<file path="src/rtl/video_fetch_ctrl.sv">
// Per-line video fetch sequencer: requests a DRAM burst inside the horizontal fetch window,
// counts delivered words against a mode-dependent target and flags underruns per frame.
module video_fetch_ctrl #(
    parameter int unsigned WORDS_PENT = 32,
    parameter int unsigned WORDS_ATM  = 80,
    parameter int unsigned WORDS_TEXT = 80
) (
    input  logic       clk,
    input  logic       rst_n,
    input  logic       i_fetch_start,
    input  logic       i_fetch_end,
    input  logic       i_line_start,
    input  logic       i_frame_start,
    input  logic       i_vpix,
    input  logic       i_mode_atm_n_pent,
    input  logic       i_mode_a_text,
    input  logic       i_video_next,
    output logic       o_go,
    output logic [6:0] o_word_cnt,
    output logic [8:0] o_line_num,
    output logic       o_busy,
    output logic       o_underrun,
    output logic       o_frame_underrun
);

    typedef enum logic [1:0] {
        StIdle  = 2'd0,
        StFetch = 2'd1,
        StDone  = 2'd2
    } state_t;

    state_t     r_state, w_state_d;
    logic       r_go, w_go_d;
    logic       r_busy, w_busy_d;
    logic [6:0] r_word_cnt, w_word_cnt_d;
    logic [8:0] r_line_num, w_line_num_d;
    logic       r_underrun, w_underrun_d;
    logic       r_frame_underrun, w_frame_underrun_d;
    logic [6:0] r_target, w_target_d;

    logic [6:0] w_mode_target;
    logic [6:0] w_cnt_inc;
    logic [8:0] w_line_inc;
    logic       w_complete;

    always_comb begin
        if (i_mode_a_text) begin
            w_mode_target = 7'(WORDS_TEXT);
        end else if (i_mode_atm_n_pent) begin
            w_mode_target = 7'(WORDS_ATM);
        end else begin
            w_mode_target = 7'(WORDS_PENT);
        end
    end

    assign w_cnt_inc  = r_word_cnt + {6'd0, i_video_next};
    assign w_line_inc = (r_line_num == 9'd511) ? r_line_num : r_line_num + 9'd1;
    assign w_complete = i_video_next && (r_word_cnt == r_target - 7'd1);

    always_comb begin
        w_state_d          = r_state;
        w_go_d             = r_go;
        w_busy_d           = r_busy;
        w_word_cnt_d       = r_word_cnt;
        w_line_num_d       = r_line_num;
        w_underrun_d       = r_underrun;
        w_frame_underrun_d = r_frame_underrun;
        w_target_d         = r_target;

        // frame_start overrides everything, including a coincident underrun
        if (i_frame_start) begin
            w_state_d          = StIdle;
            w_go_d             = 1'b0;
            w_busy_d           = 1'b0;
            w_word_cnt_d       = 7'd0;
            w_line_num_d       = 9'd0;
            w_frame_underrun_d = r_underrun;
            w_underrun_d       = 1'b0;
        end else begin
            unique case (r_state)
                StIdle: begin
                    if (i_fetch_start && i_vpix) begin
                        w_state_d    = StFetch;
                        w_go_d       = 1'b1;
                        w_busy_d     = 1'b1;
                        w_word_cnt_d = 7'd0;
                        w_target_d   = w_mode_target;
                    end
                end
                StFetch: begin
                    if (w_complete) begin
                        w_state_d    = StDone;
                        w_go_d       = 1'b0;
                        w_busy_d     = 1'b0;
                        w_word_cnt_d = r_target;
                        w_line_num_d = w_line_inc;
                    end else if (i_fetch_end) begin
                        w_state_d    = StDone;
                        w_go_d       = 1'b0;
                        w_busy_d     = 1'b0;
                        w_word_cnt_d = w_cnt_inc;
                        w_line_num_d = w_line_inc;
                        w_underrun_d = 1'b1;
                    end else begin
                        w_word_cnt_d = w_cnt_inc;
                    end
                end
                StDone: begin
                    w_go_d   = 1'b0;
                    w_busy_d = 1'b0;
                    if (i_line_start) begin
                        w_state_d = StIdle;
                    end
                end
                default: begin
                    w_state_d = StIdle;
                    w_go_d    = 1'b0;
                    w_busy_d  = 1'b0;
                end
            endcase
        end
    end

    always_ff @(posedge clk or negedge rst_n) begin
        if (!rst_n) begin
            r_state          <= StIdle;
            r_go             <= 1'b0;
            r_busy           <= 1'b0;
            r_word_cnt       <= 7'd0;
            r_line_num       <= 9'd0;
            r_underrun       <= 1'b0;
            r_frame_underrun <= 1'b0;
            r_target         <= 7'd0;
        end else begin
            r_state          <= w_state_d;
            r_go             <= w_go_d;
            r_busy           <= w_busy_d;
            r_word_cnt       <= w_word_cnt_d;
            r_line_num       <= w_line_num_d;
            r_underrun       <= w_underrun_d;
            r_frame_underrun <= w_frame_underrun_d;
            r_target         <= w_target_d;
        end
    end

    assign o_go             = r_go;
    assign o_busy           = r_busy;
    assign o_word_cnt       = r_word_cnt;
    assign o_line_num       = r_line_num;
    assign o_underrun       = r_underrun;
    assign o_frame_underrun = r_frame_underrun;

endmodule

</file>
<file path="config.mk">
export PLATFORM = sky130hd
export DESIGN_NAME = video_fetch_ctrl
export DESIGN_NICKNAME = d
export VERILOG_FILES = /design/src/rtl/video_fetch_ctrl.sv
export SDC_FILE = /design/constraint.sdc
export NUM_CORES = 1
export LEC_CHECK = 0
export CAP_MARGIN = 40
export CORE_ASPECT_RATIO = 1.75
export CORE_UTILIZATION = 40
export CTS_BUF_LIST = sky130_fd_sc_hd__clkbuf_16
export CTS_CLUSTER_SIZE = 12
export DETAILED_ROUTE_END_ITERATION = 6
export PLACE_DENSITY = 0.67
export SYNTH_ARGS = -nofsm -noshare
export SYNTH_HDL_FRONTEND = slang
export SYNTH_SLANG_ARGS = --single-unit
</file>
<file path="constraint.sdc">
create_clock -name clk -period 2.6 [get_ports clk]
set_clock_uncertainty 0.1 [all_clocks]
set_input_delay 0.26 -clock clk [delete_from_list [all_inputs] [get_ports clk]]
set_output_delay 0.26 -clock clk [all_outputs]
set_load 0.005 [all_outputs]
</file>
# == Word-level counts from Yosys, hierarchy flattened ==
# Index checks and enable logic that the tools add are counted.
# word_totals
output_inout_bits,20
input_bits,10
wordCells,58
register_bits,28
# op_classes
bitwise,1
n_reduce_logical,13
add_sub_neg,3
eq_ne,8
n_mux,26
# ops
operator,count
$mux W9,5
$mux W7,5
$pmux W7 S2,1
$mux W2,5
$add A9 B1 Y9 const B,1
$eq A9 B9 Y1 const B,1
$reduce_and A3 Y1,3
$mux W1,8
$add A7 B1 Y7,1
$eq A7 B7 Y1,1
$sub A7 B1 Y7 const B,1
$ne A3 B3 Y1 const B,2
$pmux W2 S3,1
$reduce_and A2 Y1,3
$reduce_bool A3 Y1,2
$ne A4 B4 Y1 const B,1
$reduce_bool A2 Y1,2
$eq A2 B1 Y1 const B,1
$eq A2 B2 Y1 const B,1
$logic_and A1 B1 Y1,2
$logic_not A2 Y1,1
$ne A2 B2 Y1 const B,1
$pmux W1 S2,1
$not A1 Y1,1

# == Longest topological paths before layout ==
# logic_depth
word_depth,6
mapped_depth,10
mapped_depth_nobuf,9

# == Worst setup path before layout ==
# Ideal clock, no wire load.
# synth_timing
path_type,register to register
start,"register r_line_num[4], in the netlist o_line_num[4]"
end,"register r_line_num[2], in the netlist o_line_num[2]"
setup_time_ns,0.078
stages_incl_launch_ff,11
slack_ns,0.250
period_less_slack_ns,2.350
n_path_buf,1
t_required_ns,2.422
arrival_time_ns,2.172
cell_sequence,dfrtp_1 and3_1 and2_1 and4_1 ha_1 nor3b_1 and2_1 a31oi_2 buf_4 or3_1 a21oi_1
# synth_between
elab_chain_len,6
# synth_rtl
item,line,rtl
"start, declared",36,"logic [8:0] r_line_num, w_line_num_d;"
"start signal, assigned",139,r_line_num <= w_line_num_d;
$eq A9 B9 Y1 (*),57,assign w_line_inc = (r_line_num == 9'd511) ? r_line_num : r_line_num + 9'd1;
$mux W9 (*),57,
$mux W9,97,end else if (i_fetch_end) begin
$mux W9 (*),91,if (w_complete) begin
$mux W9 (*),80,unique case (r_state)
$mux W9 (*),71,if (i_frame_start) begin
# Mark *: on every way between the ends. The rest lies on a longest branch, timed or not. The select of a mux whose other input is x is not followed.
# A chain may end at the register's enable or synchronous reset.

# == Worst setup path in the final report ==
# Same ends and word-level chain as after synthesis.

==> out/results.txt <==
The tools report the total overflow reported by the global router as 0. The tools report the count of max-cap constraint violations as 0. The floorplan row count is 26.

The number of buffer and inverter instances along the worst setup path is 1. Clock-pin slew was measured on the worst setup and hold paths at 0.06 ns. For this block, the routed nets add up to 2720 um of wire. The cell with the most instances after synthesis was dfrtp_1.

In the synthesized netlist, the number of instances is 126. The async set-or-reset flop fraction in the synthesized netlist came out at 1.00. The worst hold path belongs to the class input port to async pin.

TritonCTS built the clock tree. For the number of nets at the end of the flow, the log shows 177. For the starting density of the core, the log shows 0.421.

The mean area per synthesized cell came out at 9.78 sq um. STA classifies the critical path startpoint as a register. Synthesis produced a netlist with a net count of 141. The wire length on met2 is 1430 um. The relative slew slack is 0.672, and the sum of met3 wire segment lengths after detailed routing is 84 um. Final critical-path share of the clock period: 0.938. Entering global routing, the biggest net connects 24 pins. The run gives 4790 um as the global-route wire length before repair. For this block, wires on met1 add up to 1160 um. After synthesis the cells add up to 1230 sq um.

The horizontal extent of the die was 44.0 um; the worst path setup slack after routing was 0.160 ns. The clock insertion delay at the later pin of the skew report is 0.25 ns. Of all nets on the critical path, the largest fanout is 11. The area share of the leading cell type in the synthesized netlist is 0.467.

The routed layout has 1,068 vias. For this run, design rule violations remaining after detail routing come to 0. In this run the power density over the cells is 480 nW/um^2. No sink is reached through more buffers than the 2 on the longest clock path. The tools report the number of DRC markers after the initial detailed-route iteration as 28.

The worst setup slack after placement is 0.0898 ns. Excluding fillers, the count of instances in the completed layout stands at 189. Detailed placement finished with a half-perimeter wire length of 2020 um. VDD sags by at most 0.345 mV. The critical path in this run is classified as register to register.

The number of synthesized flops with an enable pin is 0, and the delay contributed by the slowest stage of the critical path is 0.37 ns. Walking the worst path, the cells encountered are and3_1 > and2_1 > and4_1 > ha_1 > nor3b_2 > and2_1 > a31oi_2 > buf_4 > or3_1 > a21oi_2. The worst-margin pin slew works out to 0.491 ns. The total of warnings raised by yosys was 0; the area of placed instances was 1580 sq um. The fraction of layout instances using a drive strength above 1 came out at 0.0932. During placement, the flow inserted port buffers numbering 29.

The number of instances in the placed design came out at 185. The tools report the proportion of synthesized chip area in sequential cells as 0.467. For this design the top-level I/O count stands at 30.

The worst setup path is captured at a register. For the count of endpoints failing hold in the final timing report, the log shows 0. Broken down by cell family, the worst path's largest delay share belongs to simple AND/OR/NAND/NOR gates. The run finished with clean final reports. For the max-slew violation total from the final report, the log shows 0. Relative to the synthesized area, the layout overhead comes to 35.0%.

The final antenna diode count was 0; the CTS sink count was 23. The number of global-route vias before repair came out at 1,136. The tools report the maximum frequency from static timing analysis as 410 MHz. The via density per instance was 5.65; the initial antenna violation count was 0. In this run, distinct cell masters in the synthesized netlist total 34. The synthesized design contains 23 register bits. In the post-synthesis netlist, the biggest area contributors are dfrtp_1 (47%), a21oi_1 (5.3%), ha_1 (5.1%). The logs give 0.762 nW for the leakage component of the power and 3 for the number of buffers inserted during clock tree synthesis. Counting instances in the post-synthesis netlist gives the leading cell types as dfrtp_1 (23), a21oi_1 (13), nor2_1 (11). The most used flip-flop cell after synthesis is dfrtp_1. The top layer used by detailed routing is met4. Data on the critical path arrives at its endpoint at 2.52 ns. The leading area contributor after synthesis is dfrtp_1. The count of hold-fix buffers inserted at cts was 0; the routed wirelength normalized by instance count was 14.4 um. The floorplan step defined a core boundary enclosing 2930 sq um. The slowest cell on the critical path is dfrtp_1. The total negative slack for setup checks is 0 ns. The floorplan step defined a die boundary enclosing 3320 sq um.

Global router's overall resource usage: 0.185. Setup violations remaining at the end of the flow were counted as 0. The shortest period the worst path allows is 2.44 ns, and the number of H-tree levels is 1.

For this run, the detailed router's first-pass iteration total came to 6. STA puts the critical path data required time at 2.68 ns. The most common cell type on the critical path was and2_1.

Measured along the y axis, the die boundary spans 75.4 um. The congestion estimate from routability-driven global placement came to 0.799. Setup repair after global routing left no endpoint under its margin. The design area came out at 1660 sq um. Clock tree synthesis selected as its root buffer the cell clkbuf_16. The detail route stage leaves a number of antenna-violating nets equal to 0.
## sequential cells by signal (all words and copies together), names as in the netlist
signal	flops
o_underrun	1
o_word_cnt	7
r_target	2
r_state	2
o_busy	1
o_frame_underrun	1
o_line_num	9
## worst register-to-register path, cell delays in order, from the launching register on
cell     delay (ns)
dfrtp_1        0.37
and3_1         0.19
and2_1         0.17
and4_1         0.20
ha_1           0.18
nor3b_2        0.20
and2_1         0.17
a31oi_2        0.09
buf_4          0.22
or3_1          0.33
a21oi_2        0.14
## power breakdown
group	switching [mW]	internal (mW)	leakage, nW
combinational	0.0466	0.0456	0.405
sequential	0.0121	0.369	0.315
clock	0.121	0.205	0.0423
total	0.180	0.619	0.762
## through the flow
stage	hold WS [ns]	power (mW)	util
floorplan	-0.136	0.434	-
global placement	0.393	0.477	0.538
detailed placement	0.401	0.480	0.538
CTS	0.280	0.808	0.565
global route	0.295	0.832	0.568
finish	0.263	0.799	0.568
## path summary, 6_finish.rpt
kind | startpoint | end | slack, ns | cells past startpoint
setup / recovery | o_line_num[4] | o_line_num[2] | 0.16 | 10
hold / removal | rst_n | o_line_num[5] | 0.26 | 2
hold reg to reg | o_frame_underrun | o_frame_underrun | 0.41 | 1
setup reg to reg | o_line_num[4] | o_line_num[2] | 0.16 | 10
min in group clk | o_frame_underrun | o_frame_underrun | 0.41 | 1
max in group asynchronous | rst_n | r_target[4] | 1.90 | 2
## logic make-up after synthesis
family | after synthesis | synth area share
adders and majority gates | 5 | 0.0508
xor gates and xnor gates | 4 | 0.0284
buffers and inverters | 11 | 0.0396
AOI/OAI and AO/OA | 31 | 0.153
muxes | 6 | 0.0497
DFF | 23 | 0.467
and+or+nand+nor | 46 | 0.211
## routing by layer
metal  up-vias  track usage
li1        522            -
met1       515        0.222
met2        25        0.342
met3         6       0.0237
met4         0       0.0505
met5         -            0
## repair_timing
| action | CTS | global route |
|---|---|---|
| gates resized for setup | 0 | 2 |
| setup endpoints to repair | 0 | 2 |
| buffers inserted | 0 | 0 |
## layout by cell type (no fill, tap or decap), types with 6 or more instances in the layout
master and n:
nand3_1 6, dfrtp_1 23, clkdlybuf4s50_1 29, nor2_1 11, or3_1 7, inv_1 9
o21ai_0 6, a21oi_1 12
## final cells by class
| type | instances | area [sq um] |
|---|---|---|
| clock inverter | 1 | 3.75 |
| multi-input combinational | 92 | 617 |
| tap | 28 | 35.0 |
| timing repair buffer | 34 | 328 |
| inverter | 8 | 30.0 |
| clock buffer | 3 | 75.1 |
| fill | 274 | 1260 |
| sequential | 23 | 576 |
No activity file was read; power rests on OpenSTA's default activity.
